`config.mk`:
```
export PLATFORM = sky130hd
export DESIGN_NAME = mem_port_arbiter
export DESIGN_NICKNAME = d
export VERILOG_FILES = /design/src/rtl/soc_bus_pkg.sv /design/src/rtl/mem_port_arbiter.sv
export SDC_FILE = /design/constraint.sdc
export NUM_CORES = 1
export LEC_CHECK = 0
export CORE_ASPECT_RATIO = 0.75
export CORE_MARGIN = 1.5
export CORE_UTILIZATION = 43
export CTS_CLUSTER_DIAMETER = 80
export DETAILED_ROUTE_END_ITERATION = 7
export PLACE_DENSITY = 0.85
export SLEW_MARGIN = 20
export SYNTH_ARGS = -nofsm -noshare
export SYNTH_HDL_FRONTEND = slang
export SYNTH_SLANG_ARGS = --single-unit
```
`constraint.sdc`:
```
create_clock -name clk -period 5.65 [get_ports clk]
set_input_delay 0.565 -clock clk [delete_from_list [all_inputs] [get_ports clk]]
set_output_delay 0.565 -clock clk [all_outputs]
set_load 0.02 [all_outputs]
```
`src/rtl/soc_bus_pkg.sv`:
```
// Shared types and constants for the SoC memory/peripheral bus.
package soc_bus_pkg;

  localparam int DEF_ADDR_W = 32;
  localparam int DEF_DATA_W = 32;

  localparam logic [31:0] NOP_INSTR = 32'h0000_0013;

  typedef enum logic [1:0] {
    IDLE  = 2'd0,
    DATA  = 2'd1,
    FETCH = 2'd2
  } arb_state_e;

endpackage

```
`src/rtl/mem_port_arbiter.sv`:
```
// Arbitrates the single Wishbone classic port between data (priority) and fetch,
// with a stall output for the pipeline and a watchdog that force-terminates hung cycles.
module mem_port_arbiter
  import soc_bus_pkg::*;
#(
  parameter int ADDR_W  = DEF_ADDR_W,
  parameter int DATA_W  = DEF_DATA_W,
  parameter int TIMEOUT = 255
) (
  input  logic                clk,
  input  logic                reset,
  input  logic                if_req,
  input  logic [ADDR_W-1:0]   if_addr,
  input  logic                if_kill,
  output logic                if_ack,
  output logic [DATA_W-1:0]   if_rdata,
  input  logic                dm_req,
  input  logic                dm_we,
  input  logic [DATA_W/8-1:0] dm_sel,
  input  logic [ADDR_W-1:0]   dm_addr,
  input  logic [DATA_W-1:0]   dm_wdata,
  output logic                dm_ack,
  output logic [DATA_W-1:0]   dm_rdata,
  output logic                bus_cyc,
  output logic                bus_stb,
  output logic                bus_we,
  output logic [DATA_W/8-1:0] bus_sel,
  output logic [ADDR_W-1:0]   bus_adr,
  output logic [DATA_W-1:0]   bus_dat_o,
  input  logic [DATA_W-1:0]   bus_dat_i,
  input  logic                bus_ack,
  output logic                stall_pipl,
  output logic                bus_timeout
);

  localparam int CNT_W = $clog2(TIMEOUT + 1);
  localparam logic [CNT_W-1:0] CNT_MAX = CNT_W'(TIMEOUT);

  arb_state_e       state;
  logic [CNT_W-1:0] cnt;
  logic             kill_seen;
  logic             dm_elig;
  logic             if_elig;
  logic             fetch_killed;
  logic             done;

  // A request whose ack is being pulsed this cycle is still high but already served.
  assign dm_elig      = dm_req & ~dm_ack;
  assign if_elig      = if_req & ~if_ack;
  assign fetch_killed = kill_seen | if_kill;
  assign done         = bus_cyc & (bus_ack | (cnt == CNT_MAX));

  assign bus_stb    = bus_cyc;
  assign stall_pipl = (dm_req & ~dm_ack) | (if_req & ~if_ack & ~if_kill);

  always_ff @(posedge clk or posedge reset) begin
    if (reset) begin
      state       <= IDLE;
      cnt         <= '0;
      kill_seen   <= 1'b0;
      bus_cyc     <= 1'b0;
      bus_we      <= 1'b0;
      bus_sel     <= '0;
      bus_adr     <= '0;
      bus_dat_o   <= '0;
      if_ack      <= 1'b0;
      if_rdata    <= '0;
      dm_ack      <= 1'b0;
      dm_rdata    <= '0;
      bus_timeout <= 1'b0;
    end else begin
      if_ack      <= 1'b0;
      dm_ack      <= 1'b0;
      bus_timeout <= 1'b0;
      case (state)
        IDLE: begin
          cnt       <= '0;
          kill_seen <= 1'b0;
          if (dm_elig) begin
            state     <= DATA;
            bus_cyc   <= 1'b1;
            bus_we    <= dm_we;
            bus_sel   <= dm_sel;
            bus_adr   <= dm_addr;
            bus_dat_o <= dm_wdata;
          end else if (if_elig) begin
            state   <= FETCH;
            bus_cyc <= 1'b1;
            bus_we  <= 1'b0;
            bus_sel <= '1;
            bus_adr <= if_addr;
          end
        end

        DATA: begin
          if (done) begin
            bus_cyc     <= 1'b0;
            bus_timeout <= ~bus_ack;
            dm_ack      <= 1'b1;
            dm_rdata    <= bus_ack ? bus_dat_i : '0;
            cnt         <= '0;
            kill_seen   <= 1'b0;
            // Fetch is queued straight behind the data access; strobe rises next cycle.
            if (if_elig) begin
              state   <= FETCH;
              bus_we  <= 1'b0;
              bus_sel <= '1;
              bus_adr <= if_addr;
            end else begin
              state <= IDLE;
            end
          end else begin
            cnt <= cnt + CNT_W'(1);
          end
        end

        FETCH: begin
          kill_seen <= fetch_killed;
          if (!bus_cyc) begin
            // Launch cycle after a data ack: counter holds at zero until strobe is up.
            bus_cyc <= 1'b1;
          end else if (done) begin
            state       <= IDLE;
            bus_cyc     <= 1'b0;
            bus_timeout <= ~bus_ack;
            if (!fetch_killed) begin
              if_ack   <= 1'b1;
              if_rdata <= bus_ack ? bus_dat_i : DATA_W'(NOP_INSTR);
            end
          end else begin
            cnt <= cnt + CNT_W'(1);
          end
        end

        default: begin
          state   <= IDLE;
          bus_cyc <= 1'b0;
        end
      endcase
    end
  end

endmodule

```
==> results_dict.tcl, run 1 <==
set metrics [dict create \
    drive_gt1_share_pct 17.8 \
    setup_viol 0 \
    criticalPathCategory "primary input to output port" \
    place.gp.congestion 0.816 \
    synthFlopType "dfrtp_1" \
    syn-cell-area_sq_mm 0.00677 \
    ios 278 \
    hp-class "flip-flop to flip-flop" \
    yosys_warnings 0 \
    status "finished clean" \
    post_cts_buffers 0 \
    grt_pass1_vias 5612 \
    tritoncts "built" \
    yosysTopAreaCellShare_pct 54.7 \
    ant_nets 0 \
    core_area_sq_mm 0.0153 \
    power_mw 5.57 \
    crit_arrival_ns 2.02 \
    crit_path_end_kind "output port" \
    overflow 0 \
    grt_setup_unrepaired "false" \
    whs_ns 0.490 \
    cts_resized 0 \
    die_y_um 112 \
    worst_pin_slew_ns 0.903 \
    avgViaCountPerCell 5.25 \
    synthArstFlopShare_pct 100 \
    cp_max_fo 5 \
    critPathTopFamily "buffers and inverters" \
    slew_violations 0 \
    syn_avg_cell_area_sq_um 13.2 \
    vdd_drop_max_mv 0.344 \
    wl_um 18500 \
    cts-root-buf "clkbuf_16" \
    crit_path_frequent_cell "clkdlybuf4s50_1" \
    fin_nets 923 \
    synth_nets 655 \
    ys_seq_area_share_pct 54.7 \
    cts_buffer_depth 2 \
    wl_per_cell_um 18.6 \
    post-route-util_pct 66.7 \
    hold_viol 0 \
    hold_buffers 0 \
    track_usage_pct 22.6 \
    required_ns 5.09 \
    post-route-period-util_pct 45.7 \
    cp_slowest_cell "clkdlybuf4s50_1" \
    first_pass_iters 4 \
    num-fill-cells 1096 \
    drc 0 \
    clk_latency_ns 0.41 \
    finalCriticalPeriod_ns 2.58 \
    cap_viol_max_count 0 \
    die_area_sq_mm 0.0165 \
    yosysTopAreaCell "dfrtp_1" \
    h-tree-depth 4 \
    maxSlewHeadroom_pct 39.8 \
    dp_hpwl_um 13400 \
    worstPathCellList "clkdlybuf4s50_1 > nand2b_1 > o21ai_0 > clkdlybuf4s50_1" \
    leakage_nw 4.47 \
    vias 5237 \
    ys_seq_elements 148 \
    synth-edff-count 0 \
    skew_ns 0.0100 \
    antenna_found_initial 0 \
    drtIter0Drc 222 \
    die_x_um 148 \
    fmaxAchievable_ghz 0.387 \
    ys_top_cells_by_area "dfrtp_1, mux2_4, mux2_2" \
    setup_tns_ns 0 \
    num_rows 39 \
    syn_inst 511 \
    path_buf_inv 2 \
    start_util_pct 44.2 \
    clk_pin_slew_ns 0.07 \
    portBuffers 277 \
    numCtsBuffers 17 \
    synthToLayoutAreaGrowth_pct 51.1 \
    clock_sinks 148 \
    grt_pass1_wl_um 29400 \
    power_density_mw_per_mm2 545 \
    slowest_delay_ns 0.65 \
    critPathLaunchType "primary input" \
    grt_max_degree 106 \
    ys_types 49 \
    diodes 0 \
]
-- logic make-up (layout without fill, tap and decap cells) --
family / after synthesis / count (layout) / synth area share (%)
simple gates: 107 / 107 / 10.0
compound gates: 106 / 106 / 11.2
fa+ha+maj: 5 / 5 / 0.924
mux: 95 / 95 / 18.8
flops: 148 / 148 / 54.7
buf+inv: 50 / 331 / 4.27
-- metrics by stage --
stage / setup WS (ns) / instances / cell area, sq um
2_1_floorplan: 1.11 / 511 / 6770
4_1_cts: 2.71 / 996 / 10200
3_3_place_gp: 2.51 / 964 / 9610
6_report: 3.07 / 997 / 10200
5_1_grt: 2.83 / 997 / 10200
3_5_place_dp: 2.40 / 964 / 9610
-- synth_stat cells, types with 6 or more instances --
cell type,instances
nor2_1,7
dfrtp_1,148
o22a_1,6
mux2_2,38
mux2_4,55
o21ai_0,10
inv_1,17
nand2_1,7
and3_1,34
a21oi_1,33
buf_2,7
and2_1,29
clkbuf_1,17
o2bb2ai_1,31
-- sequential cells by signal, summed over array words and instances, names as in the netlist --
register / cells
bus_adr: 32
bus_cyc: 1
bus_dat_o: 32
bus_sel: 4
bus_timeout: 1
bus_we: 1
cnt: 8
dm_ack: 1
dm_rdata: 32
if_ack: 1
if_rdata: 32
kill_seen: 1
state: 2
-- area by class of cell --
cell class                 count  area [sq um]  share of cell area (%)
multi-input combinational    313          2790                    27.3
clock buffer                  18           439                    4.30
clock inverter                14           153                    1.49
sequential                   148          3700                    36.2
inverter                      17          68.8                   0.673
tap                          205           256                    2.51
timing repair buffer         282          2810                    27.5
-- final timing paths --
path | to | depth (start not counted) | start | slack (ns)
min | bus_adr[21] | 1 | bus_adr[21] | 0.49
min reg2reg | bus_adr[21] | 1 | bus_adr[21] | 0.49
max | stall_pipl | 4 | if_req | 3.07
max in group asynchronous | bus_sel[2] | 3 | reset | 3.79
max reg2reg | bus_we | 6 | state[1] | 3.12
min in group asynchronous | dm_rdata[30] | 2 | reset | 0.74
-- power by group --
| group | internal, mW | switching (mW) | leakage [nW] |
|---|---|---|---|
| Combinational | 1.36 | 1.31 | 2.33 |
| Clock | 0.641 | 0.490 | 0.291 |
| Sequential | 1.50 | 0.272 | 1.86 |
| Total | 3.50 | 2.07 | 4.47 |
-- placed cells by master (no fill, tap or decap), drive strengths merged, types with 7 or more instances in the layout --
master,netlist,final
o2bb2ai,31,31
and2,30,30
mux2,93,93
dfrtp,148,148
and3,34,34
nor2,7,7
o21ai,12,12
inv,17,28
a21oi,33,33
clkdlybuf4s50,0,277
nand4,7,7
nand2,7,7
clkbuf,18,18
-- routing by layer --
| layer | vias to the layer above | routed length (um) | global-route usage [%] | part of all wire [%] |
|---|---|---|---|---|
| li1 | 2390 | - | - | - |
| met5 | - | 0 | 0 | 0 |
| met1 | 2629 | 7650 | 27.4 | 41 |
| met4 | 0 | 280 | 6.80 | 1.5 |
| met3 | 22 | 1240 | 5.66 | 6.7 |
| met2 | 196 | 9350 | 39.8 | 50 |
Power figures use the tool's default switching activity.
==> inputs of run 2 (changes only) <==
==> constraint.sdc (replaced) <==
create_clock -name clk -period 2.5 [get_ports clk]
set_input_delay 0.25 -clock clk [delete_from_list [all_inputs] [get_ports clk]]
set_output_delay 0.25 -clock clk [all_outputs]
set_load 0.02 [all_outputs]
==> run 2 against run 1 <==
Largest cell class unchanged; hold slack got worse by 0.16 ns; utilization increased by 1.1 points; critical path depth increased by 2; clock power increased by 120%; power increased by 130%; cell area increased by 1.6%; register-to-register slack got worse by 2.8 ns.
==> results_dict.tcl, run 2 (synthesis gave the netlist of run 1 again) <==
set metrics [dict create \
    criticalPathCategory "flip-flop to flip-flop" \
    cts_resized 0 \
    wl_per_cell_um 18.7 \
    cap_viol_max_count 0 \
    avgViaCountPerCell 5.29 \
    core_area_sq_mm 0.0153 \
    portBuffers 277 \
    met3RoutedLength_um 1320 \
    dp_hpwl_um 13800 \
    status "finished clean" \
    r2r-end "cnt[3]" \
    design_area_sq_mm 0.0104 \
    layout_commonest_cell "clkdlybuf4s50_1" \
    track_usage_pct 23.5 \
    grt_setup_unrepaired "false" \
    tritoncts "built" \
    grt_pass1_vias 5815 \
    clk_pin_slew_ns 0.07 \
    slew_violations 0 \
    crit_path_end_kind "flip-flop" \
    cts-root-buf "clkbuf_16" \
    power_mw 12.7 \
    post_cts_buffers 0 \
    slowest_delay_ns 0.40 \
    path_buf_inv 1 \
    hold_buffers 0 \
    critPathTopFamily "compound AO/OA/AOI/OAI gates" \
    final_cell_mix "clkdlybuf4s50_1, dfrtp_1, mux2_4, mux2_2, and3_1" \
    overflow 0 \
    fin_nets 936 \
    power_density_mw_per_mm2 1220 \
    finalCriticalPeriod_ns 2.23 \
    synthToLayoutAreaGrowth_pct 53.4 \
    cp_max_fo 8 \
    drive_gt1_share_pct 18.9 \
    diodes 0 \
    hp-class "primary input to asynchronous set/reset pin" \
    ant_nets 0 \
    wl_um 18900 \
    leakage_nw 4.55 \
    clock_sinks 148 \
    reg2reg_from "state[1]" \
    crit_arrival_ns 2.53 \
    numCtsBuffers 17 \
    ios 278 \
    met2WireLength_um 9390 \
    die_x_um 148 \
    vdd_drop_max_mv 0.649 \
    routed.top_layer "met4" \
    critPathLaunchType "flip-flop" \
    grt_pass1_wl_um 30400 \
    grt_max_degree 36 \
    start_util_pct 44.2 \
    cp_slowest_cell "dfrtp_1" \
    cts_buffer_depth 2 \
    setup_viol 0 \
    drt-met1-wl_um 7690 \
    setup_tns_ns 0 \
    antenna_found_initial 0 \
    num-fill-cells 1070 \
    worstPathCellList "inv_1 > ha_1 > nor2b_1 > o21a_1 > o221ai_2 > o311ai_0" \
    required_ns 2.80 \
    drtIter0Drc 321 \
    hold_viol 0 \
    post-route-period-util_pct 89.1 \
    drc 0 \
    rrSetupSlack_ns 0.27 \
    die_y_um 112 \
    skew_ns 0.00746 \
    clk_latency_ns 0.43 \
    first_pass_iters 4 \
    maxSlewHeadroom_pct 46.9 \
    h-tree-depth 4 \
    fmaxAchievable_ghz 0.449 \
    vias 5343 \
    worst_pin_slew_ns 0.795 \
    dpl_cell_area_sq_mm 0.00979 \
    place.gp.congestion 0.911 \
    die_area_sq_mm 0.0165 \
    r2r_cells 6 \
    num_rows 39 \
]
## run 2: cell count changes in the layout (fill, tap and decap cells not counted), sizes merged
cell,delta
clkinvlp,+2
clkinv,+5
buf,+13
clkbuf,-1
inv,-6
## run 2: metal layers
layer / global-route usage [%] / vias to the layer above
li1: - / 2431
met1: 28.2 / 2628
met2: 40.5 / 241
met3: 6.64 / 43
met4: 8.84 / 0
met5: 0 / -
## run 2: area by class of cell
cell class / count / area [sq um] / share of cell area (%)
multi-input cells: 313 / 2780 / 26.8
repair buffers: 295 / 2980 / 28.7
flip-flops and latches: 148 / 3700 / 35.7
clock inverters: 15 / 168 / 1.61
inverters: 17 / 67.6 / 0.651
clock buffers: 17 / 425 / 4.10
well taps: 205 / 256 / 2.47
## run 2: worst max-delay path by stage
stage | start | to | cells after the start
global placement | bus_ack | dm_rdata[15] | 6
floorplan | reset | bus_adr[0] | 1
CTS | state[1] | cnt[3] | 6
detailed placement | dm_req | bus_adr[23] | 5
global route | state[1] | cnt[3] | 6
finish | state[1] | cnt[3] | 6
## run 2: power breakdown
part | internal [mW] | switching (mW) | total [mW]
Combinational | 3.15 | 2.98 | 6.13
Clock | 1.41 | 1.11 | 2.52
Sequential | 3.39 | 0.611 | 4.01
Total | 7.96 | 4.70 | 12.7
## run 2: per-stage QoR
stage          hold slack (ns)  cells  setup WS, ns  util (%)
2_1_floorplan            0.398    511         0.389         -
3_3_place_gp             0.471    978         0.374      63.9
3_5_place_dp             0.476    978         0.320      63.9
4_1_cts                  0.335   1010         0.293      67.8
5_1_grt                  0.369   1010        0.0956      67.8
6_report                 0.329   1010         0.272      67.8
==> inputs of run 3 (changes only) <==
--- a/config.mk
+++ b/config.mk
@@ -5,12 +5,15 @@
 export SDC_FILE = /design/constraint.sdc
 export NUM_CORES = 1
 export LEC_CHECK = 0
+export CELL_PAD_IN_SITES_DETAIL_PLACEMENT = 1
+export CELL_PAD_IN_SITES_GLOBAL_PLACEMENT = 2
 export CORE_ASPECT_RATIO = 0.75
 export CORE_MARGIN = 1.5
 export CORE_UTILIZATION = 43
 export CTS_CLUSTER_DIAMETER = 80
 export DETAILED_ROUTE_END_ITERATION = 7
-export PLACE_DENSITY = 0.85
+export DONT_BUFFER_PORTS = 1
+export PLACE_DENSITY = 0.89
 export SLEW_MARGIN = 20
 export SYNTH_ARGS = -nofsm -noshare
 export SYNTH_HDL_FRONTEND = slang
==> constraint.sdc (replaced) <==
create_clock -name clk -period 2.6 [get_ports clk]
set_input_delay 0.26 -clock clk [delete_from_list [all_inputs] [get_ports clk]]
set_output_delay 0.26 -clock clk [all_outputs]
set_load 0.02 [all_outputs]
==> run 3 against run 2 <==
Clock power decreased by 6%; sequential share of layout area increased by 11 points; via count decreased by 17%; count of clock-buffer cells in the layout unchanged; first-iteration DRC count decreased by 37%; global-route usage decreased by 0.74 points; hold slack got worse by 0.30 ns; utilization decreased by 16 points; cell count decreased by 24%; die area unchanged; flip-flop and latch count unchanged; critical path type unchanged.
==> results_dict.tcl, run 3 (synthesis gave the netlist of run 1 again) <==
set metrics [dict create \
    h-tree-depth 4 \
    cts_resized 0 \
    hold_start "dm_we" \
    crit_arrival_ns 2.61 \
    die_area_sq_mm 0.0165 \
    power_mw 10.2 \
    grt_setup_unrepaired "false" \
    p_sw_share_pct 41.8 \
    hp-class "primary input to flip-flop" \
    setup_tns_ns 0 \
    r2r-end "bus_adr[27]" \
    place.gp.congestion 0.800 \
    ff_latch_area_sq_mm 0.00370 \
    synthToLayoutAreaGrowth_pct 17.0 \
    skew_ns 0.0152 \
    overflow 0 \
    ios 278 \
    seq_power_share_pct 51.0 \
    drc 0 \
    slowest_delay_ns 0.79 \
    clock_sinks 148 \
    leakage_nw 3.60 \
    maxSlewHeadroom_pct 48.2 \
    wl_per_cell_um 24.2 \
    clkPwrFrac_pct 23.3 \
    switchingPower_mw 4.28 \
    diodes 0 \
    post-route-period-util_pct 89.5 \
    finalCriticalPeriod_ns 2.33 \
    die_y_um 112 \
    final_cell_mix "dfrtp_1, mux2_4, mux2_2, dlygate4sd3_1, and3_1" \
    multi_input_area_sq_mm 0.00278 \
    hold_viol 0 \
    status "finished clean" \
    post_cts_buffers 0 \
    core_area_sq_mm 0.0153 \
    drtIter0Drc 201 \
    cap_viol_max_count 0 \
    die_x_um 148 \
    num-fill-cells 1531 \
    num_rows 39 \
    grt_max_degree 53 \
    clk_latency_ns 0.42 \
    internal_power_mw 5.96 \
    grt_pass1_wl_um 28900 \
    antenna_found_initial 0 \
    worstPathCellList "inv_1 > ha_1 > or3b_2 > and3_1 > a21oi_1 > o2bb2ai_1" \
    reg2reg_from "state[1]" \
    power_density_mw_per_mm2 1290 \
    setup_viol 0 \
    worst_pin_slew_ns 0.768 \
    rrSetupSlack_ns 0.27 \
    r2r_cells 6 \
    required_ns 2.89 \
    path_buf_inv 1 \
    track_usage_pct 22.8 \
    grt_pass1_vias 4989 \
    crit_path_end_kind "flip-flop" \
    critPathTopFamily "simple AND/OR/NAND/NOR gates" \
    avgViaCountPerCell 5.79 \
    first_pass_iters 4 \
    layout_commonest_cell "dfrtp_1" \
    cp_slowest_cell "or3b_2" \
    cts_buffer_depth 2 \
    wl_um 18600 \
    vias 4435 \
    critPathLaunchType "flip-flop" \
    whs_path_depth 1 \
    min_to "bus_we" \
    cts-root-buf "clkbuf_16" \
    clk_pin_slew_ns 0.06 \
    cp_max_fo 32 \
    dp_hpwl_um 12500 \
    vdd_drop_max_mv 0.567 \
    fin_nets 692 \
    fmaxAchievable_ghz 0.430 \
    start_util_pct 44.2 \
    tritoncts "built" \
    numCtsBuffers 17 \
    slew_violations 0 \
    ant_nets 0 \
    portBuffers 0 \
    combPwrFrac_pct 25.7 \
    drive_gt1_share_pct 26.2 \
    criticalPathCategory "flip-flop to flip-flop" \
]
## run 3: layout make-up
class,instances,share of cell area [%]
repair buffers,51,6.82
inverters,17,0.853
clock buffers,17,5.37
well taps,205,3.24
multi-input cells,313,35.1
clock inverters,15,1.82
flip-flops and latches,148,46.8
## run 3: routing by layer
metal	vias up	part of all wire (%)	global-route usage (%)	routed length, um
met1	2286	40	26.4	7330
met4	0	1.9	7.06	344
met5	-	0	0	0
met2	189	50	38.9	9250
li1	1932	-	-	-
met3	28	8.8	9.10	1630
## run 3: power groups by stage
| stage | clock (mW) | combinational (mW) | sequential, mW |
|---|---|---|---|
| after floorplan | 0 | 2.15 | 4.90 |
| after global placement | 0 | 2.41 | 5.20 |
| after detailed placement | 0 | 2.57 | 5.24 |
| after CTS | 2.44 | 2.63 | 5.23 |
| after global routing | 2.52 | 2.88 | 5.33 |
| final | 2.38 | 2.63 | 5.23 |
## run 3: worst max-delay path by stage
| stage | startpoint | to | slack [ns] | cells past startpoint |
|---|---|---|---|---|
| floorplan | reset | bus_adr[0] | 0.48 | 1 |
| global placement | state[1] | bus_adr[22] | 0.42 | 6 |
| detailed placement | state[1] | bus_adr[27] | 0.29 | 6 |
| CTS | state[1] | bus_adr[27] | 0.27 | 6 |
| global route | state[1] | cnt[3] | 0.04 | 6 |
| finish | state[1] | bus_adr[27] | 0.27 | 6 |
## run 3: what timing repair did
item / CTS / global route
hold buffers: 38 / 0
endpoints found under the hold margin: 81 / 0
setup endpoints to repair: 0 / 0
## run 3: per-stage QoR
step | setup WS (ns) | cells | hold WS, ns | utilization (%) | area, sq um
6_report | 0.274 | 766 | 0.0261 | 51.7 | 7920
5_1_grt | 0.0375 | 766 | 0.00688 | 51.7 | 7920
4_1_cts | 0.273 | 765 | 0.00922 | 51.6 | 7900
3_5_place_dp | 0.288 | 695 | 0.358 | 45.4 | 6950
3_3_place_gp | 0.422 | 695 | 0.369 | 45.4 | 6950
2_1_floorplan | 0.479 | 511 | 0.408 | - | 6770
